**src/rtl/picomips_pkg.sv**
```systemverilog
// Shared types and instruction field positions for the picoMIPS fetch/decode path.
package picomips_pkg;

    typedef enum logic [3:0] {
        OP_NOP   = 4'd0,
        OP_ADD   = 4'd1,
        OP_ADDI  = 4'd2,
        OP_SUB   = 4'd3,
        OP_MULI  = 4'd4,
        OP_BEQ   = 4'd5,
        OP_BNE   = 4'd6,
        OP_WAITH = 4'd7,
        OP_WAITL = 4'd8,
        OP_HALT  = 4'd9
    } op_t;

    typedef enum logic [2:0] {
        ALU_NOP = 3'd0,
        ALU_ADD = 3'd1,
        ALU_SUB = 3'd2,
        ALU_MUL = 3'd3
    } alu_t;

    typedef enum logic [1:0] {
        ST_FETCH = 2'd0,
        ST_EXEC  = 2'd1,
        ST_WAIT  = 2'd2,
        ST_HALT  = 2'd3
    } state_t;

    localparam int OP_MSB  = 15;
    localparam int OP_LSB  = 12;
    localparam int RD_MSB  = 11;
    localparam int RD_LSB  = 9;
    localparam int RS_MSB  = 8;
    localparam int RS_LSB  = 6;
    localparam int IMM_MSB = 5;
    localparam int IMM_LSB = 0;
    localparam int IMM_W   = 6;

endpackage

```
**src/rtl/fetch_ctrl_if.sv**
```systemverilog
// Bundle between the fetch controller (master) and the PC/datapath (slave).
interface fetch_ctrl_if #(
    parameter int p_size = 6,
    parameter int i_size = 16
);
    logic [i_size-1:0] instr;
    logic              z_flag;
    logic              hs_in;
    logic              pc_incr;
    logic              pc_relbranch;
    logic [p_size-1:0] branch_addr;
    logic              reg_we;
    logic [2:0]        alu_func;
    logic              imm_sel;
    logic [5:0]        imm;
    logic [2:0]        rd;
    logic [2:0]        rs;
    logic              halted;

    modport master (
        input  instr, z_flag, hs_in,
        output pc_incr, pc_relbranch, branch_addr, reg_we, alu_func,
               imm_sel, imm, rd, rs, halted
    );

    modport slave (
        output instr, z_flag, hs_in,
        input  pc_incr, pc_relbranch, branch_addr, reg_we, alu_func,
               imm_sel, imm, rd, rs, halted
    );
endinterface

```
**src/rtl/instr_decode.sv**
```systemverilog
// Combinational opcode decode into ALU controls and instruction class flags.
module instr_decode
    import picomips_pkg::*;
(
    input  logic [3:0] op_i,
    output alu_t       alu_func_o,
    output logic       imm_sel_o,
    output logic       is_alu_o,
    output logic       is_branch_o,
    output logic       is_wait_o,
    output logic       is_halt_o
);

    always_comb begin
        alu_func_o  = ALU_NOP;
        imm_sel_o   = 1'b0;
        is_alu_o    = 1'b0;
        is_branch_o = 1'b0;
        is_wait_o   = 1'b0;
        is_halt_o   = 1'b0;
        // Opcodes 10-15 fall through to the defaults and execute as NOP.
        case (op_i)
            OP_ADD:   begin alu_func_o = ALU_ADD; is_alu_o = 1'b1; end
            OP_ADDI:  begin alu_func_o = ALU_ADD; is_alu_o = 1'b1; imm_sel_o = 1'b1; end
            OP_SUB:   begin alu_func_o = ALU_SUB; is_alu_o = 1'b1; end
            OP_MULI:  begin alu_func_o = ALU_MUL; is_alu_o = 1'b1; imm_sel_o = 1'b1; end
            OP_BEQ,
            OP_BNE:   is_branch_o = 1'b1;
            OP_WAITH,
            OP_WAITL: is_wait_o = 1'b1;
            OP_HALT:  is_halt_o = 1'b1;
            default:  ;
        endcase
    end

endmodule

```
**src/rtl/fetch_ctrl.sv**
```systemverilog
// picoMIPS fetch/decode controller: latches program memory output and drives
// PC strobes plus datapath controls through a FETCH/EXEC sequence.
//
// state    | meaning
// ST_FETCH | load ir from program memory, all strobes low
// ST_EXEC  | execute ir: write-back, PC increment or relative branch
// ST_WAIT  | stall until hs_in reaches the level WAITH/WAITL asks for
// ST_HALT  | core stopped, left only by reset
module fetch_ctrl
    import picomips_pkg::*;
#(
    parameter int p_size = 6,
    parameter int i_size = 16
) (
    input  logic          clk,
    input  logic          n_reset,
    fetch_ctrl_if.master  bus
);

    state_t            state_q, state_d;
    logic [i_size-1:0] ir_q, ir_d;

    alu_t       alu_func_w;
    logic       imm_sel_w;
    logic       is_alu_w;
    logic       is_branch_w;
    logic       is_wait_w;
    logic       is_halt_w;
    logic [3:0] op_w;
    logic       br_take_w;
    logic       hs_match_w;
    logic       pc_incr_w;
    logic       pc_relbranch_w;
    logic       reg_we_w;

    assign op_w = ir_q[OP_MSB:OP_LSB];

    instr_decode u_decode (
        .op_i        (op_w),
        .alu_func_o  (alu_func_w),
        .imm_sel_o   (imm_sel_w),
        .is_alu_o    (is_alu_w),
        .is_branch_o (is_branch_w),
        .is_wait_o   (is_wait_w),
        .is_halt_o   (is_halt_w)
    );

    assign br_take_w  = (op_w == OP_BEQ) ? bus.z_flag : ~bus.z_flag;
    assign hs_match_w = (op_w == OP_WAITH) ? bus.hs_in : ~bus.hs_in;

    always_ff @(posedge clk or negedge n_reset) begin
        if (!n_reset) begin
            state_q <= ST_FETCH;
            ir_q    <= '0;
        end else begin
            state_q <= state_d;
            ir_q    <= ir_d;
        end
    end

    always_comb begin
        state_d        = state_q;
        ir_d           = ir_q;
        pc_incr_w      = 1'b0;
        pc_relbranch_w = 1'b0;
        reg_we_w       = 1'b0;
        case (state_q)
            ST_FETCH: begin
                ir_d    = bus.instr;
                state_d = ST_EXEC;
            end
            ST_EXEC: begin
                if (is_halt_w) begin
                    state_d = ST_HALT;
                end else if (is_branch_w) begin
                    pc_relbranch_w = br_take_w;
                    pc_incr_w      = ~br_take_w;
                    state_d        = ST_FETCH;
                end else if (is_wait_w) begin
                    pc_incr_w = hs_match_w;
                    state_d   = hs_match_w ? ST_FETCH : ST_WAIT;
                end else begin
                    reg_we_w  = is_alu_w;
                    pc_incr_w = 1'b1;
                    state_d   = ST_FETCH;
                end
            end
            ST_WAIT: begin
                if (hs_match_w) begin
                    pc_incr_w = 1'b1;
                    state_d   = ST_FETCH;
                end
            end
            ST_HALT: state_d = ST_HALT;
            default: state_d = ST_FETCH;
        endcase
    end

    // Sign-preserving resize of the 6-bit immediate into the PC offset width.
    assign bus.branch_addr  = p_size'($signed(ir_q[IMM_MSB:IMM_LSB]));
    assign bus.pc_incr      = pc_incr_w;
    assign bus.pc_relbranch = pc_relbranch_w;
    assign bus.reg_we       = reg_we_w;
    assign bus.alu_func     = alu_func_w;
    assign bus.imm_sel      = imm_sel_w;
    assign bus.imm          = ir_q[IMM_MSB:IMM_LSB];
    assign bus.rd           = ir_q[RD_MSB:RD_LSB];
    assign bus.rs           = ir_q[RS_MSB:RS_LSB];
    assign bus.halted       = (state_q == ST_HALT);

endmodule

```
**src/flat_wrapper.sv**
```systemverilog
// flat-port wrapper written by rule: the top's interface ports become plain ports
module fetch_ctrl_flat import picomips_pkg::*;
#(
    parameter int p_size = 6,
    parameter int i_size = 16
)
  (clk, n_reset, bus_instr, bus_z_flag, bus_hs_in, bus_pc_incr, bus_pc_relbranch, bus_branch_addr, bus_reg_we, bus_alu_func, bus_imm_sel, bus_imm, bus_rd, bus_rs, bus_halted);
  fetch_ctrl_if #(.p_size(p_size), .i_size(i_size)) bus_i ();
  input  logic clk;
  input  logic n_reset;
  input wire logic [$bits(bus_i.instr)-1:0] bus_instr;
  input wire logic [$bits(bus_i.z_flag)-1:0] bus_z_flag;
  input wire logic [$bits(bus_i.hs_in)-1:0] bus_hs_in;
  output wire logic [$bits(bus_i.pc_incr)-1:0] bus_pc_incr;
  output wire logic [$bits(bus_i.pc_relbranch)-1:0] bus_pc_relbranch;
  output wire logic [$bits(bus_i.branch_addr)-1:0] bus_branch_addr;
  output wire logic [$bits(bus_i.reg_we)-1:0] bus_reg_we;
  output wire logic [$bits(bus_i.alu_func)-1:0] bus_alu_func;
  output wire logic [$bits(bus_i.imm_sel)-1:0] bus_imm_sel;
  output wire logic [$bits(bus_i.imm)-1:0] bus_imm;
  output wire logic [$bits(bus_i.rd)-1:0] bus_rd;
  output wire logic [$bits(bus_i.rs)-1:0] bus_rs;
  output wire logic [$bits(bus_i.halted)-1:0] bus_halted;
  assign bus_i.instr = bus_instr;
  assign bus_i.z_flag = bus_z_flag;
  assign bus_i.hs_in = bus_hs_in;
  assign bus_pc_incr = bus_i.pc_incr;
  assign bus_pc_relbranch = bus_i.pc_relbranch;
  assign bus_branch_addr = bus_i.branch_addr;
  assign bus_reg_we = bus_i.reg_we;
  assign bus_alu_func = bus_i.alu_func;
  assign bus_imm_sel = bus_i.imm_sel;
  assign bus_imm = bus_i.imm;
  assign bus_rd = bus_i.rd;
  assign bus_rs = bus_i.rs;
  assign bus_halted = bus_i.halted;
  fetch_ctrl #(.p_size(p_size), .i_size(i_size)) u_core (.clk(clk), .n_reset(n_reset), .bus(bus_i));
endmodule
```
**config.mk**
```make
export PLATFORM = sky130hd
export DESIGN_NAME = fetch_ctrl_flat
export DESIGN_NICKNAME = d
export VERILOG_FILES = /design/src/rtl/picomips_pkg.sv /design/src/rtl/fetch_ctrl_if.sv /design/src/rtl/instr_decode.sv /design/src/rtl/fetch_ctrl.sv /design/src/flat_wrapper.sv
export SDC_FILE = /design/constraint.sdc
export NUM_CORES = 1
export LEC_CHECK = 0
export ABC_AREA = 1
export CAP_MARGIN = 20
export CORE_UTILIZATION = 45
export DETAILED_ROUTE_END_ITERATION = 6
export PLACE_DENSITY = 0.84
export SYNTH_ARGS = -nofsm -noshare
export SYNTH_HDL_FRONTEND = slang
export SYNTH_SLANG_ARGS = --single-unit
```
**constraint.sdc**
```tcl
create_clock -name clk -period 4.29 [get_ports clk]
set_input_delay 0.858 -clock clk [delete_from_list [all_inputs] [get_ports clk]]
set_output_delay 0.858 -clock clk [all_outputs]
set_load 0.02 [all_outputs]
```
==> results.py <==
metrics = {
    "power_and_ir_drop": {
        "finalPower_w": 0.00117,
        "leakage_nw": 0.664,
        "peakVddDrop_v": 0.000433,
        "powerDensity_nw_per_um2": 800,
    },
    "detailed_routing": {
        "vias": 814,
        "ant_nets": 0,
        "drt-pass1-iter-count": 5,
        "routed_wl_um": 2020,
        "drt_iter0_markers": 5,
        "detail_route.wl_per_cell_um": 11.7,
        "viasPerCell": 4.73,
        "drc": 0,
    },
    "clock_tree": {
        "cts-root-buf": "clkbuf_4",
        "cts_inserted_buffers": 3,
        "cts_hold_buf": 0,
        "clk_pin_slew_ns": 0.10,
        "cts-htree-levels": 1,
        "post_cts_buffers": 0,
        "clk_path_buf_depth": 2,
        "clk_latency_ns": 0.29,
        "tritoncts": "done",
        "cts.sinks": 18,
        "cts.repair.resized": 0,
    },
    "setup_path": {
        "critPathLaunch": "bus_hs_in",
        "crit_type": "in2out",
        "arrival_ns": 2.50,
        "reg2regPathDepth": 3,
        "start_kind": "input pin",
        "crit_fanout": 3,
        "end_kind": "output port",
        "required_ns": 3.43,
        "timing.rr.start": "u_core.state_q[0]$_DFFE_PN0P_",
    },
    "yosys": {
        "ys_types": 21,
        "syn_nets": 142,
        "yosysTopAreaCell": "dfrtp_1",
        "synth.most_common_cell": "buf_4",
        "synthFlopType": "dfrtp_1",
        "synth_edf_count": 0,
        "synthTopCellsByCount": "20 x buf_4, 18 x dfrtp_1, 18 x nand2_1, 13 x mux2_2, 10 x inv_1",
        "async_flop_share": 1.00,
        "syn_area_um2": 1100,
        "ys_warn_count": 0,
        "syn_inst": 117,
        "syn_avg_cell_area_um2": 9.41,
        "ys_seq_area_frac": 0.409,
        "yosysTopAreaCellShare": 0.409,
        "synth-seq-cells": 18,
        "synth_area_leaders": "dfrtp_1 41%, buf_4 14%, mux2_2 13%",
    },
    "floorplanning": {
        "initial_utilization": 0.488,
        "die_area_um2": 2650,
        "core-area_um2": 2250,
        "pin_count": 46,
        "die_h_um": 51.5,
        "rows": 17,
        "dieWidth_um": 51.5,
    },
    "grt": {
        "grt_pass1_vias": 820,
        "grt_max_degree": 20,
        "grt_use_total": 0.174,
        "antenna_found_initial": 0,
        "overflow": 0,
        "grt_first_pass_wirelength_um": 3350,
    },
    "timing": {
        "worstMarginPinSlew_ns": 0.790,
        "drv_slew": 0,
        "setup_viol": 0,
        "finalHoldViolations": 0,
        "max_slew_margin": 0.472,
        "setup_tns_ns": 0,
        "fmax_mhz": 298,
        "min_period_over_period": 0.783,
        "timing.hold.ws_ns": 0.514,
        "rsz0062_at_grt": "false",
        "min_period_ns": 3.36,
        "finalClockSkew_ns": 0.00398,
    },
    "finish": {
        "layout-drive-gt1-share": 0.188,
        "diodes": 0,
        "finalNonFillerCells": 172,
        "syn_to_final_growth_pct": 32.4,
        "fin_util": 0.647,
        "nets": 170,
    },
    "min_path": {
        "hp-start": "u_core.ir_q[6]$_DFFE_PN0N_",
        "hp-class": "reg2reg",
        "hold_depth": 1,
    },
    "placement": {
        "dp.cells": 168,
        "gp_congestion": 0.808,
        "dpl.hpwl_um": 1610,
        "io_buffers": 44,
    },
    "status": {
        "status": "completed",
    },
    "flow_run": {
        "max_cap_violations": 0,
    },
}
[cells by family (layout without fill, tap and decap cells)]
kind of cell               count (synthesis)  after routing  synth area share
AOI/OAI and AO/OA                          9              9            0.0489
adders and majority gates                  5              5            0.0568
buffers and inverters                     34             61             0.186
DFF                                       18             18             0.409
muxes                                     13             13             0.133
other                                      1              1           0.00341
and+or+nand+nor                           37             37             0.162
[layout by cell type (no fill, tap or decap)]
| cell type | Yosys | routed |
|---|---|---|
| o21ai_1 | 2 | 2 |
| conb_1 | 1 | 1 |
| o21ai_0 | 4 | 4 |
| nand4_1 | 2 | 2 |
| ha_1 | 5 | 5 |
| clkbuf_4 | 0 | 3 |
| o21bai_1 | 1 | 1 |
| a21boi_1 | 1 | 1 |
| nor2_1 | 3 | 3 |
| clkbuf_8 | 0 | 1 |
| clkdlybuf4s50_1 | 0 | 44 |
| inv_1 | 10 | 10 |
| nand3_1 | 7 | 7 |
| nor2_4 | 1 | 1 |
| mux2_2 | 13 | 13 |
| nand2_2 | 5 | 5 |
| nand3_2 | 1 | 1 |
| a41oi_1 | 1 | 1 |
| clkinv_2 | 1 | 1 |
| dfrtp_1 | 18 | 18 |
| nand2_1 | 18 | 18 |
| inv_2 | 2 | 2 |
[final timing paths]
path	end	slack [ns]
min reg2reg	u_core.ir_q[6]$_DFFE_PN0N_	0.51
max	bus_pc_incr	0.93
min in group asynchronous	u_core.state_q[1]$_DFFE_PN0P_	1.02
max reg2reg	u_core.ir_q[7]$_DFFE_PN0N_	2.60
min	u_core.ir_q[6]$_DFFE_PN0N_	0.51
max in group asynchronous	u_core.ir_q[13]$_DFFE_PN0N_	2.78
[worst max-delay path: stages]
cell and delay, ns:
clkdlybuf4s50_1 0.51, inv_1 0.06, nand3_2 0.10, nand2_1 0.06, inv_1 0.06, nand4_1 0.09, a21boi_1 0.14, clkdlybuf4s50_1 0.61
[flip-flops by register name (all words and copies together), names as in the netlist]
register        flops
u_core.ir_q        16
u_core.state_q      2
[routing by layer]
layer  global-route usage  share of wire  routed length (µm)  vias to the layer above
met5                    0              0                   0                        -
met4               0.0991          0.013                  26                        0
met3               0.0417          0.054                 110                        4
met2                0.292           0.48                 970                       32
met1                0.200           0.45                 913                      370
li1                     -              -                   -                      408
[metrics by stage]
step                cell area, µm²  setup WS, ns
global placement              1420          1.01
floorplan                     1100          1.93
CTS                           1460         0.932
global route                  1460         0.875
detailed placement            1420         0.934
finish                        1460         0.933
[where the power goes]
group          leakage (nW)  switching (W)  internal (W)  total [W]
Sequential            0.213      0.0000688      0.000256   0.000325
Combinational         0.430       0.000376      0.000362   0.000738
Clock                0.0210      0.0000509     0.0000517   0.000103
Total                 0.664       0.000496      0.000670    0.00117
[final cells by class]
| type | count | area, µm² |
|---|---|---|
| clock buffers | 4 | 36.3 |
| fillers | 185 | 797 |
| inverters | 13 | 50.0 |
| multi-input cells | 65 | 445 |
| flip-flops and latches | 18 | 450 |
| well taps | 28 | 35.0 |
| repair buffers | 44 | 440 |
Note: power is estimated with default switching activity, not from simulation.
